$ cat config.mk
export PLATFORM = sky130hd
export DESIGN_NAME = div_unit_flat
export DESIGN_NICKNAME = d
export VERILOG_FILES = /design/src/rtl/div_unit_pkg.sv /design/src/rtl/div_unit_if.sv /design/src/rtl/div_unit_step.sv /design/src/rtl/div_unit.sv /design/src/flat_wrapper.sv
export SDC_FILE = /design/constraint.sdc
export NUM_CORES = 1
export LEC_CHECK = 0
export CORE_ASPECT_RATIO = 0.7
export CORE_MARGIN = 5
export CORE_UTILIZATION = 62
export CTS_CLUSTER_SIZE = 14
export DETAILED_ROUTE_END_ITERATION = 8
export PLACE_DENSITY = 0.95
export SLEW_MARGIN = 0
export SYNTH_ARGS = -nofsm -noshare
export SYNTH_HDL_FRONTEND = slang
export SYNTH_SLANG_ARGS = --single-unit
$ cat constraint.sdc
create_clock -name clk -period 13.85 [get_ports clk]
set_input_delay 1.385 -clock clk [delete_from_list [all_inputs] [get_ports clk]]
set_output_delay 1.385 -clock clk [all_outputs]
set_load 0.05 [all_outputs]
$ cat src/rtl/div_unit_pkg.sv
// Shared constants for the execute-stage divide handshake and the divider FSM.
// These values are shared with the execute stage.
package div_unit_pkg;

   typedef enum logic [1:0] {
      FREE    = 2'b00,
      BY_ZERO = 2'b01,
      ON      = 2'b10,
      END     = 2'b11
   } div_state_e;

   localparam logic DIV_START            = 1'b1;
   localparam logic DIV_STOP             = 1'b0;
   localparam logic DIV_RESULT_READY     = 1'b1;
   localparam logic DIV_RESULT_NOT_READY = 1'b0;

   localparam int              WORD_W   = 32;
   localparam logic [WORD_W-1:0] ZEROWORD = '0;

endpackage

$ cat src/rtl/div_unit_if.sv
// Divide request/response handshake between the execute stage (master) and the divider (slave).
interface div_if
   import div_unit_pkg::*;
#(
   parameter int DATA_W = 32
);
   logic                  signed_div_i;
   logic [DATA_W-1:0]     operand_1_i;
   logic [DATA_W-1:0]     operand_2_i;
   logic                  start_i;
   logic                  annul_i;
   logic [2*DATA_W-1:0]   result_o;
   logic                  ready_o;

   modport master (
      output signed_div_i, operand_1_i, operand_2_i, start_i, annul_i,
      input  result_o, ready_o
   );

   modport slave (
      input  signed_div_i, operand_1_i, operand_2_i, start_i, annul_i,
      output result_o, ready_o
   );
endinterface

$ cat src/rtl/div_unit_step.sv
// One radix-2 restoring step: trial-subtract the divisor from the upper half of W,
// keep the difference and shift in a 1 when it fits, otherwise just shift.
module div_step #(
   parameter int DATA_W = 32
) (
   input  logic [2*DATA_W:0] w_in,
   input  logic [DATA_W-1:0] divisor,
   output logic [2*DATA_W:0] w_out
);
   logic [DATA_W:0] diff;

   always_comb begin
      diff = w_in[2*DATA_W:DATA_W] - {1'b0, divisor};
      if (diff[DATA_W]) begin
         w_out = {w_in[2*DATA_W-1:0], 1'b0};
      end else begin
         w_out = {diff[DATA_W-1:0], w_in[DATA_W-1:0], 1'b1};
      end
   end
endmodule

$ cat src/rtl/div_unit.sv
// Multi-cycle radix-2 restoring divider for DIV/DIVU; returns {remainder, quotient}.
// The execute stage holds start until ready and drops it for a cycle between requests.
module div_unit
   import div_unit_pkg::*;
#(
   parameter int DATA_W = 32,
   parameter int CNT_W  = $clog2(DATA_W) + 1
) (
   input  logic clk,
   input  logic rst,
   div_if.slave bus
);

   function automatic logic [DATA_W-1:0] magnitude(input logic [DATA_W-1:0] v,
                                                   input logic is_signed);
      logic signed [DATA_W-1:0] sv;
      sv = v;
      return (is_signed && sv < 0) ? DATA_W'(-sv) : v;
   endfunction

   function automatic logic [DATA_W-1:0] apply_sign(input logic [DATA_W-1:0] mag,
                                                    input logic neg);
      logic signed [DATA_W-1:0] sm;
      sm = mag;
      return neg ? DATA_W'(-sm) : mag;
   endfunction

   div_state_e            state;
   logic [CNT_W-1:0]      cnt;
   logic [2*DATA_W:0]     w;
   logic [2*DATA_W:0]     w_next;
   logic [DATA_W-1:0]     divisor;
   logic                  q_neg;
   logic                  r_neg;
   logic [DATA_W-1:0]     quo_raw;
   logic [DATA_W-1:0]     rem_raw;
   logic                  unused_mid;
   logic [2*DATA_W-1:0]   result;
   logic                  ready;
   logic                  launch;
   logic                  abort;

   assign launch = (bus.start_i == DIV_START) && !bus.annul_i;
   assign abort  = bus.annul_i || (bus.start_i == DIV_STOP);

   div_step #(.DATA_W(DATA_W)) u_step (
      .w_in    (w),
      .divisor (divisor),
      .w_out   (w_next)
   );

   // After the last step the bit between remainder and quotient is a stale shifted-in zero.
   assign {rem_raw, unused_mid, quo_raw} = w_next;

   // Operand datapath: latched on a FREE-state launch, iterated while ON.
   always_ff @(posedge clk) begin
      if (state == FREE && launch) begin
         w       <= {{DATA_W{1'b0}}, magnitude(bus.operand_1_i, bus.signed_div_i), 1'b0};
         divisor <= magnitude(bus.operand_2_i, bus.signed_div_i);
         q_neg   <= bus.signed_div_i & (bus.operand_1_i[DATA_W-1] ^ bus.operand_2_i[DATA_W-1]);
         r_neg   <= bus.signed_div_i & bus.operand_1_i[DATA_W-1];
      end else if (state == ON) begin
         w <= w_next;
      end
   end

   always_ff @(posedge clk) begin
      if (rst) begin
         state  <= FREE;
         cnt    <= '0;
         result <= '0;
         ready  <= DIV_RESULT_NOT_READY;
      end else begin
         case (state)
            FREE: begin
               ready  <= DIV_RESULT_NOT_READY;
               result <= '0;
               if (launch) begin
                  cnt <= '0;
                  if (bus.operand_2_i == DATA_W'(ZEROWORD)) begin
                     state <= BY_ZERO;
                  end else begin
                     state <= ON;
                  end
               end
            end
            BY_ZERO: begin
               if (abort) begin
                  state <= FREE;
               end else begin
                  state  <= END;
                  result <= '0;
                  ready  <= DIV_RESULT_READY;
               end
            end
            ON: begin
               if (abort) begin
                  state <= FREE;
                  cnt   <= '0;
               end else if (cnt == CNT_W'(DATA_W - 1)) begin
                  state  <= END;
                  cnt    <= '0;
                  result <= {apply_sign(rem_raw, r_neg), apply_sign(quo_raw, q_neg)};
                  ready  <= DIV_RESULT_READY;
               end else begin
                  cnt <= cnt + 1'b1;
               end
            end
            END: begin
               // Result stays put until the execute stage releases start.
               if (abort) begin
                  state  <= FREE;
                  result <= '0;
                  ready  <= DIV_RESULT_NOT_READY;
               end
            end
         endcase
      end
   end

   assign bus.result_o = result;
   assign bus.ready_o  = ready;

endmodule
$ cat src/flat_wrapper.sv
// flat-port wrapper written by rule: the top's interface ports become plain ports
module div_unit_flat import div_unit_pkg::*;
#(
   parameter int DATA_W = 32,
   parameter int CNT_W  = $clog2(DATA_W) + 1
)
  (clk, rst, bus_signed_div_i, bus_operand_1_i, bus_operand_2_i, bus_start_i, bus_annul_i, bus_result_o, bus_ready_o);
  div_if #(.DATA_W(DATA_W)) bus_i ();
  input  logic clk;
  input  logic rst;
  input wire logic [$bits(bus_i.signed_div_i)-1:0] bus_signed_div_i;
  input wire logic [$bits(bus_i.operand_1_i)-1:0] bus_operand_1_i;
  input wire logic [$bits(bus_i.operand_2_i)-1:0] bus_operand_2_i;
  input wire logic [$bits(bus_i.start_i)-1:0] bus_start_i;
  input wire logic [$bits(bus_i.annul_i)-1:0] bus_annul_i;
  output wire logic [$bits(bus_i.result_o)-1:0] bus_result_o;
  output wire logic [$bits(bus_i.ready_o)-1:0] bus_ready_o;
  assign bus_i.signed_div_i = bus_signed_div_i;
  assign bus_i.operand_1_i = bus_operand_1_i;
  assign bus_i.operand_2_i = bus_operand_2_i;
  assign bus_i.start_i = bus_start_i;
  assign bus_i.annul_i = bus_annul_i;
  assign bus_result_o = bus_i.result_o;
  assign bus_ready_o = bus_i.ready_o;
  div_unit #(.DATA_W(DATA_W), .CNT_W(CNT_W)) u_core (.clk(clk), .rst(rst), .bus(bus_i));
endmodule
# == Word level (Yosys, flattened, before mapping) ==
# Cells that the tools add are included.
# word_totals
ff_bits,172
in_bits,69
out_inout_bits,65
elab_cells,72
# op_classes
add_sub_neg,6
n_lt_le_gt_ge,2
n_eq_ne,10
mux,28
bitwise_logic,4
reduce_logical,13
# ops
op,count
2-to-1 mux 64 bit,4
case mux 64 bit (4 select lines),1
2-to-1 mux 32 bit,4
negation 32 bit,4
2-to-1 mux 33 bit,2
2-to-1 mux 65 bit,1
"< comparator 32 x 1 -> 1 bit, second input constant",2
subtractor 33 x 32 -> 33 bit,1
zero test 32 bit,1
2-to-1 mux 6 bit,3
2-to-1 mux 2 bit,6
case mux 6 bit (2 select lines),1
case mux 2 bit (4 select lines),1
"adder 6 x 1 -> 6 bit, second input constant",1
"equality test 6 x 5 -> 1 bit, second input constant",1
"inequality test 2 bit, second input constant",3
"equality test 2 bit, second input constant",2
logical AND 1 bit,4
2-to-1 mux 1 bit,4
"inequality test 2 x 1 -> 1 bit, second input constant",2
case mux 1 bit (4 select lines),1
AND reduction 4 bit,1
nonzero test 2 bit,2
"inequality test 3 x 2 -> 1 bit, second input constant",1
9 further kinds,10

# == Depth between registers and ports, before layout ==
# Gate-level depths: netlist (run 1).
# logic_depth
word_depth,7
depth_mapped,24
depth_no_buf,20

# == Hierarchy ==
# A second synthesis (run 1) with hierarchy kept.
# unflattened
hier_cells,1268
area_unflattened_um2,11612.4
# modules_own_cells
module,n_inst,cells_per_inst,area_each_um2,seq_area_each_um2
div_unit,1,930,9006.1,4103.9
div_step,1,338,2606.2,0.0

# == Least setup slack after synthesis (run 1) ==
# OpenSTA, ideal clock, no wires.
# synth_timing
kind,register -> register
from,register u_core.w[32]
to,register u_core.result[28] (netlist: u_core.bus.result_o[28])
setup_ps,128
t_arrival_ps,5017
t_required_ps,13722
path_slack_ps,8705
path_stages_with_launch,25
n_path_buf,4
synth_period_minus_slack_ps,5145
path_cell_list,edfxtp_1 -> inv_1 -> ha_1 -> inv_1 -> fa_1 -> a211oi_1 -> o211ai_2 -> a41oi_4 -> a2111oi_2 -> a32o_2 -> or2_1 -> buf_6 -> inv_4 -> buf_2 -> buf_1 -> buf_1 -> ha_1 -> nand3_1 -> or4_1 -> o21ai_0 -> nand2_1 -> a21oi_1 -> xnor2_1 -> a22oi_1 -> nor2_1
# synth_via
elab_chain_len,7
# synth_rtl
item,line,rtl
from (decl),div_unit.sv:30,logic [2*DATA_W:0] w;
from (signal assigned),div_unit.sv:58,"w <= {{DATA_W{1'b0}}, magnitude(bus.operand_1_i, bus.signed_div_i), 1'b0};"
from (signal assigned),div_unit.sv:63,w <= w_next;
subtractor 33 x 32 -> 33 bit,div_unit_step.sv:13,"diff = w_in[2*DATA_W:DATA_W] - {1'b0, divisor};"
2-to-1 mux 65 bit,div_unit_step.sv:14,if (diff[DATA_W]) begin
negation 32 bit,div_unit.sv:25,return neg ? DATA_W'(-sm) : mag;
2-to-1 mux 32 bit,div_unit.sv:25,
2-to-1 mux 64 bit,div_unit.sv:100,end else if (cnt == CNT_W'(DATA_W - 1)) begin
2-to-1 mux 64 bit,div_unit.sv:97,if (abort) begin
case mux 64 bit (4 select lines),div_unit.sv:74,case (state)
to (signal assigned),div_unit.sv:103,"result <= {apply_sign(rem_raw, r_neg), apply_sign(quo_raw, q_neg)};"
to (decl),div_unit.sv:38,logic [2*DATA_W-1:0] result;
# No other way between the ends. The select of a mux whose other input is x is not followed.
# A chain may end at the register's enable or synchronous reset.

# == Worst setup path after layout (run 1) ==
# Same ends and word-level chain as after synthesis.

==> summary.md, run 1 <==
| Metric | Value |
|---|---|
| Result of the run | complete, no violations |
| Wire length of the first global-routing pass | ~55000 um |
| Arrival time at the worst endpoint | around 6.4 ns |
| Setup repair after global routing missed its margin | no |
| Number of fillers in the final layout | roughly 1300 |
| Worst Setup Start Kind | flop |
| Worst slew margin relative to its limit | approximately 25% |
| Main combinational cell family by area after synthesis | compound AO/OA/AOI/OAI gates |
| Length of routed met2 wiring | 14500 um |
| Fraction of the mapped netlist area in compound gates | between 20 and 25% |
| DR WL/cell | roughly 20 um |
| Layout net count | about 1600 |
| Parity-gate share of the synthesized area counting xor and xnor cells | a little over a tenth |
| Tightest Pin Transition | around 1.1 ns |
| Time the worst path needs with I/O delays and setup | 6.05 ns |
| Worst path required time | between 10 and 15 ns |
| Routed via count divided by cell count | between 6 and 7 |
| Synthesis-to-finish area growth | 17.2% |
| Later-pin clock latency in the skew report | 0.45 ns |
| TritonCTS buffer count | 17 |
| Clock transition time at the flip-flop clock pins of the worst setup and hold paths | 0.07 ns |
| Primary flip-flop cell chosen by synthesis mapping | dfxtp_1 |
| Count of clock tree sinks | ~170 |
| Category of the critical setup timing path | flop to flop |
| Number of diodes added for antenna fixing | 0 |
| Total wire length | about 35000 um |
| Number of instances resized during post-cts repair | 0 |
| Initial core utilization | 63.6% |
| LEAKAGE | 4.90 nW |
| Area share of and/or/nand/nor cells after synthesis | 19.5% |
| Wire length on met3 | 4520 um |
| Critical path fanouts, max | 55 |
| All-Layer GR Usage | between 30% and 40% |
| VDD IR-drop max | approximately 0.000077 V |
| Routed length on met1 | between 15000 and 20000 um |
| Part of the power in the clock network | approximately 22% |
| Drt pass-1 iters | 7 |
| Maximum level of the CTS H-tree | 4 |
| Floorplan die area | approximately 0.021 sq mm |
| Remaining global-route overflow | 0 |
| Antenna violations before repair | 0 |
| # IOs | 134 |
| Synthesized area divided by synthesized cell count | around 8 sq um |
| Overall power consumption | 0.00217 W |
| TritonCTS clock tree | built |
| Flip-flop and latch count after synthesis | between 150 and 200 |
| Finish-stage setup viols | 0 |
| Root buf cell | clkbuf_16 |
| Setup tns final | 0 ns |
| Max Root-Sink Buffers | 2 |
| Pin count of the biggest net entering global routing | ~110 |
| Count of mapped cells out of synthesis | between 1000 and 1500 |
| Switching Power | slightly below 0.001 W |
| Yosys Warn Count | 0 |
| Share of synthesized flip-flops with an asynchronous set or reset | 0% |
| Peak per-stage delay on the critical path | 0.55 ns |
| Detail Route Antenna Nets | 0 |
| Fraction of synthesized area in multiplexers | 2.12% |
| Number of pins with negative max-slew slack in the final report | 0 |
| Adder-cell share of the synthesized area | 4.62% |
| FP Rows | 41 |
| Count of input and output buffers | 133 |
| Hold WC Path Type | flop to flop |
| Chip height | between 100 and 150 um |
| Power per standard cell area | ~160 mW/mm^2 |
| Clock tree skew after final layout | 0.0129 ns |
| Synth unique cells | 75 |
| Relative contribution of combinational cells to total power | between 40% and 50% |
| Internal power component | 0.00118 W |
| Fraction of power spent switching nets | between 40% and 50% |
| Hold-fix buffer count after cts | 0 |
| Share of post-route cells with drive strength above 1 | 4.80% |
| Sequential standard cell area | 0.00410 sq mm |
| Tcrit/Tclk final | between 40% and 50% |
| Sort of element at the end of the critical path | flop |
| Detailed router's first-iteration violation count | 1628 |
| Number of max-capacitance violations reported | 0 |
| Max Clock Freq | around 0.17 GHz |
| Number of global-route vias before repair | a little over 10000 |
| Via count of the routed design | approximately 11000 |
| Fraction of the yosys area taken by sequential cells | between 30 and 40% |
| Synthesized net count | between 1500 and 2000 |
| Cell area after synthesis | ~0.012 sq mm |
| Combined area of the multi-input logic cells | between 0.006 and 0.007 sq mm |
| Critical path cell sequence | inv_1 -> ha_1 -> inv_1 -> fa_1 -> a211oi_1 -> o211ai_2 -> a41oi_4 -> a2111oi_2 -> a32o_2 -> or2_2 -> inv_4 -> ha_1 -> nand3_1 -> or4_1 -> o21ai_0 -> nand2_1 -> a21oi_1 -> xnor2_1 -> a22oi_1 -> nor2_1 |
| Number of enable flip-flop cells after synthesis | 66 |
| Die outline width | approximately 170 um |
| Highest metal layer with signal wires | met4 |
| Half-perimeter wire length after detailed placement | ~26000 um |
| Post-route DRC | 0 |
| GPL Wtd Cong | about 1.0 |
| Standard cell with the maximum stage delay on the critical path | or4_1 |
| Final number of hold-violating endpoints | 0 |
| Part of the power in registers | 30.2% |
| Number of setup buffers added after CTS | 0 |
| Core box area | around 0.018 sq mm |
==> worst max-delay path, delay by kind of cell (launching register included) <==
kind / cells / cell delay (ns)
compound gates: 8 / 2.22
flops: 1 / 0.44
simple gates: 5 / 1.54
fa+ha+maj: 3 / 0.89
buf+inv: 3 / 0.69
xor+xnor: 1 / 0.13
==> final cells by class <==
cell class / instances / area share [%]
timing repair buffer: 143 / 10.4
tap: 236 / 2.18
multi-input combinational: 1096 / 51.2
clock inverter: 14 / 1.10
inverter: 57 / 1.60
clock buffer: 18 / 3.17
sequential: 172 / 30.3
==> registers in the layout, summed over array words and instances, names as in the netlist <==
name / cells
u_core.bus.ready_o: 1
u_core.bus.result_o: 64
u_core.cnt: 6
u_core.divisor: 32
u_core.q_neg: 1
u_core.r_neg: 1
u_core.state: 2
u_core.w: 65
==> synth_stat cells (11+ instances only) <==
cell	count	area, sq um
a21o_1	11	82.6
a211oi_1	35	263
edfxtp_1	66	1980
o41ai_1	14	123
o31ai_1	26	195
a22oi_1	30	225
a31oi_1	12	75.1
xor2_1	63	552
o211ai_1	12	90.1
o21ai_0	125	626
a21oi_1	82	410
nand2b_1	13	81.3
nand2_1	129	484
nand4_1	11	68.8
ha_1	41	513
clkbuf_1	61	229
nor4_1	19	119
xnor2_1	82	718
o21ai_1	12	60.1
nor3_1	25	125
inv_1	55	206
and2_1	11	68.8
or3_1	15	93.8
dfxtp_1	106	2120
nor2_1	153	574
or4_1	14	105
nand3_1	56	280
mux2i_1	20	200
==> cell families (layout without fill, tap and decap cells) <==
| kind of cell | count (synthesis) | count (layout) |
|---|---|---|
| AOI/OAI and AO/OA | 405 | 405 |
| xor gates and xnor gates | 145 | 145 |
| adders and majority gates | 42 | 42 |
| buffers and inverters | 134 | 232 |
| DFF | 172 | 172 |
| muxes | 24 | 24 |
| and+or+nand+nor | 480 | 480 |
==> power by group through the flow <==
stage / logic, W / registers (W) / clock network (W)
final: 0.00104 / 0.000657 / 0.000480
after global routing: 0.00111 / 0.000660 / 0.000503
after CTS: 0.000999 / 0.000649 / 0.000481
after detailed placement: 0.000988 / 0.000660 / 0
after global placement: 0.000966 / 0.000657 / 0
after floorplan: 0.000750 / 0.000632 / 0
==> cell usage in the layout, fill, tap and decap left out, drive strengths merged, types with 13 or more instances in the layout <==
master / instances
a22oi: 30
a21oi: 82
o31ai: 27
nand2b: 13
clkbuf: 18
or4: 14
or3: 15
nor4: 20
clkdlybuf4s50: 133
xor2: 63
xnor2: 82
o211ai: 13
o41ai: 16
edfxtp: 66
nand2: 129
inv: 65
nor3: 25
dfxtp: 106
ha: 41
mux2i: 20
a211oi: 35
nor2: 153
o21ai: 137
nand3: 56
==> routing by layer <==
| metal | global-route usage (%) | vias to the layer above |
|---|---|---|
| met5 | 0 | - |
| met4 | 6.98 | 0 |
| met3 | 8.92 | 78 |
| met2 | 47.6 | 693 |
| met1 | 46.8 | 5328 |
| li1 | - | 5253 |
==> final timing paths <==
check / from / endpoint / slack, ns / cells after the start
max: u_core.w[32] / u_core.bus.result_o[28] / 7.80 / 20
min: u_core.bus.result_o[60] / u_core.bus.result_o[60] / 0.44 / 2
max reg2reg: u_core.w[32] / u_core.bus.result_o[28] / 7.80 / 20
min reg2reg: u_core.bus.result_o[60] / u_core.bus.result_o[60] / 0.44 / 2
==> per-stage QoR <==
step,std cells,cell area (sq um),setup WS (ns),hold slack (ns),util [%]
2_1_floorplan,1402,11500,8.71,0.472,-
3_5_place_dp,1704,13000,8.20,0.438,71.3
3_3_place_gp,1704,13000,8.36,0.432,71.3
4_1_cts,1736,13500,7.95,0.448,74.5
5_1_grt,1736,13500,7.48,0.474,74.5
6_report,1736,13500,7.80,0.444,74.5
No activity file was read; power rests on OpenSTA's default activity.
==> run 2: changes to the inputs <==
CORE_UTILIZATION = 57   (was 62)
PLACE_DENSITY = 0.93   (was 0.95)
clock period = 5.6 ns   (was 13.85 ns; I/O delays follow)
==> summary.md, run 2 (same netlist as run 1, synthesis figures left out) <==
| Metric | Value |
|---|---|
| Internal power component | 0.00314 W (+170%) |
| Max reg flops | 65 (unchanged) |
| Worst Setup Start Kind | flop |
| Later-pin clock latency in the skew report | 0.44 ns (about the same) |
| Number of max-capacitance violations reported | 0 (unchanged) |
| Clock transition time at the flip-flop clock pins of the worst setup and hold paths | 0.07 ns (about the same) |
| Worst slew margin relative to its limit | 24.0% (-1.4 points) |
| Die outline width | 180 um (+4.0%) |
| GRT Max-Usage Layer | met2 |
| Layout net count | 1603 (+0.31%) |
| Final non-filler cell total | 1775 (+2.2%) |
| Share of post-route cells with drive strength above 1 | 5.12% (+0.32 points) |
| All-Layer GR Usage | 29.9% (-2.1 points) |
| Endpoint of the worst hold path | u_core.bus.result_o[54] |
| Worst path required time | 5.88 ns (-8.29 ns) |
| Fraction of power spent switching nets | 43.0% (-2.6 points) |
| Sort of element at the end of the critical path | flop |
| Critical path cell sequence | inv_1 -> ha_1 -> inv_1 -> fa_1 -> a211oi_1 -> o211ai_2 -> a41oi_4 -> a2111oi_2 -> a32o_2 -> or2_2 -> mux2i_1 -> ha_1 -> nand2_1 -> or4b_2 -> o41ai_4 -> buf_4 -> o2111ai_2 -> o31ai_1 -> xor2_1 -> o21ai_1 |
| Part of the power in registers | 29.2% (-1.0 points) |
| Tcrit/Tclk final | 93.0% (+49 points) |
| Remaining global-route overflow | 0 (unchanged) |
| Part of the power in the clock network | 24.6% (+2.5 points) |
| Post-route DRC | 0 (unchanged) |
| Result of the run | complete, no violations |
| Tightest Pin Transition | 1.14 ns (+0.0211 ns) |
| Final number of hold-violating endpoints | 0 (unchanged) |
| Pin count of the biggest net entering global routing | 105 (unchanged) |
| Maximum level of the CTS H-tree | 4 (unchanged) |
| Crit Reg-Reg Endpoint | u_core.bus.result_o[62] |
| Peak per-stage delay on the critical path | 0.67 ns (+0.12 ns) |
| GPL Wtd Cong | 0.970 (-7.4%) |
| Number of setup buffers added after CTS | 0 (unchanged) |
| Initial core utilization | 58.2% (-5.4 points) |
| Power per standard cell area | 402 mW/mm^2 (+150%) |
| Relative contribution of combinational cells to total power | 46.2% (-1.5 points) |
| Startpoint of the worst register-to-register path | u_core.w[32] |
| Root buf cell | clkbuf_16 |
| Floorplan die area | 0.0233 sq mm (+8.2%) |
| Max Clock Freq | 0.192 GHz (+16%) |
| Via count of the routed design | 11448 (+0.85%) |
| FP Rows | 43 (+4.9%) |
| Detailed router's first-iteration violation count | 1809 (+11%) |
| Depth of the worst register-to-register path | 20 (unchanged) |
| Core box area | 0.0199 sq mm (+9.3%) |
| Drt pass-1 iters | 8 (+1) |
| DR WL/cell | 20.1 um (-0.27%) |
| Setup tns final | 0 ns (unchanged) |
| Detail Route Antenna Nets | 0 (unchanged) |
| Half-perimeter wire length after detailed placement | 26400 um (+1.9%) |
| Max Root-Sink Buffers | 2 (unchanged) |
| Hold-critical path depth | 2 (unchanged) |
| Arrival time at the worst endpoint | 5.49 ns (-0.87 ns) |
| Number of pins with negative max-slew slack in the final report | 0 (unchanged) |
| Switching Power | 0.00237 W (+140%) |
| Number of instances resized during post-cts repair | 0 (unchanged) |
| Most common cell after layout, fill and taps aside | nor2_1 |
| Hold WC Path Type | flop to flop |
| Number of fillers in the final layout | 1493 (+13%) |
| Grt met3 use | 9.68% (+0.76 points) |
| LEAKAGE | 4.96 nW (+1.4%) |
| Setup repair after global routing missed its margin | no |
| Critical path fanouts, max | 6 (-89%) |
| Hold-fix buffer count after cts | 0 (unchanged) |
| Number of diodes added for antenna fixing | 0 (unchanged) |
| Count of input and output buffers | 133 (unchanged) |
| TritonCTS clock tree | built |
| Clock tree skew after final layout | 0.0138 ns (+0.000908 ns) |
| Count of clock tree sinks | 172 (unchanged) |
| TritonCTS buffer count | 17 (unchanged) |
| M2 GR Usage | 44.8% (-2.8 points) |
| Time the worst path needs with I/O delays and setup | 5.21 ns (-0.841 ns) |
| Number of placed instances with taps included | 1743 (+2.3%) |
| Category of the critical setup timing path | flop to flop |
| Total wire length | 35700 um (+2.0%) |
| Reg2Reg Setup Slack | 0.39 ns (-7.41 ns) |
| Most flop-heavy register | u_core.w |
| # IOs | 134 (unchanged) |
| Number of global-route vias before repair | 10597 (+3.4%) |
| Met1 demand-to-capacity share in global routing | 42.7% (-4.2 points) |
| Synthesis-to-finish area growth | 18.7% |
| Antenna violations before repair | 0 (unchanged) |
| Commonest non-fill, non-tap cells in the layout | nor2_1, clkdlybuf4s50_1, nand2_1 |
| Chip height | 129 um (+3.9%) |
| Hold wc startpoint | u_core.bus.result_o[54] |
| VDD IR-drop max | 0.000267 V (+250%) |
| Routed via count divided by cell count | 6.45 (-1.4%) |
| Finish-stage setup viols | 0 (unchanged) |
| Standard cell with the maximum stage delay on the critical path | or4b_2 |
| Wire length of the first global-routing pass | 56500 um (+2.4%) |
[run 2: cell count changes in the layout (fill, tap and decap cells not counted), sizes merged]
cell	change
clkinv	-4
inv	-1
bufinv	+4
buf	+5
clkinvlp	+1
[run 2: through the flow]
| stage | worst slack (ns) | power (W) | cell area [sq um] | util (%) | hold slack (ns) |
|---|---|---|---|---|---|
| 2_1_floorplan | 0.455 | 0.00342 | 11500 | - | 0.472 |
| 3_3_place_gp | 0.593 | 0.00400 | 13000 | 65.7 | 0.433 |
| 3_5_place_dp | 0.443 | 0.00405 | 13000 | 65.7 | 0.447 |
| 4_1_cts | 0.376 | 0.00541 | 13700 | 69.0 | 0.458 |
| 5_1_grt | 0.0475 | 0.00576 | 13700 | 69.0 | 0.464 |
| 6_report | 0.393 | 0.00551 | 13700 | 69.0 | 0.456 |
[run 2: layer usage]
metal	share of wire, %	up-vias
met1	43	5357
met3	14	78
met2	42	740
met4	1.7	0
li1	-	5273
met5	0	-
[run 2: power by group through the flow]
stage	Sequential (W)	Clock, W	Combinational (W)
finish	0.00161	0.00135	0.00255
global route	0.00162	0.00141	0.00274
CTS	0.00159	0.00135	0.00246
detailed placement	0.00162	0	0.00243
global placement	0.00161	0	0.00239
floorplan	0.00156	0	0.00185
[run 2: final cells by class]
| cell class | instances | area (sq um) | area share (%) |
|---|---|---|---|
| Sequential cell | 172 | 4100 | 29.9 |
| Inverter | 57 | 216 | 1.58 |
| Clock inverter | 14 | 221 | 1.62 |
| Tap cell | 270 | 338 | 2.46 |
| Clock buffer | 18 | 450 | 3.29 |
| Timing Repair Buffer | 148 | 1440 | 10.5 |
| Multi-Input combinational cell | 1096 | 6930 | 50.6 |
[run 2: critical path, delay by kind of cell (launching register included)]
kind                       cells  cell delay, ns
DFF                            1            0.43
and+or+nand+nor                3            1.15
AOI/OAI and AO/OA              9            1.82
buffers and inverters          3            0.36
muxes                          1            0.27
adders and majority gates      3            0.81
xor gates and xnor gates       1            0.20
[run 2: worst max path at each step]
stage	startpoint	end	slack, ns
3_3_place_gp	u_core.w[32]	u_core.bus.result_o[62]	0.59
6_report	u_core.w[32]	u_core.bus.result_o[62]	0.39
2_1_floorplan	u_core.w[32]	u_core.bus.result_o[28]	0.46
4_1_cts	u_core.w[32]	u_core.bus.result_o[62]	0.38
3_5_place_dp	u_core.w[32]	u_core.bus.result_o[62]	0.44
5_1_grt	u_core.w[32]	u_core.bus.result_o[62]	0.05
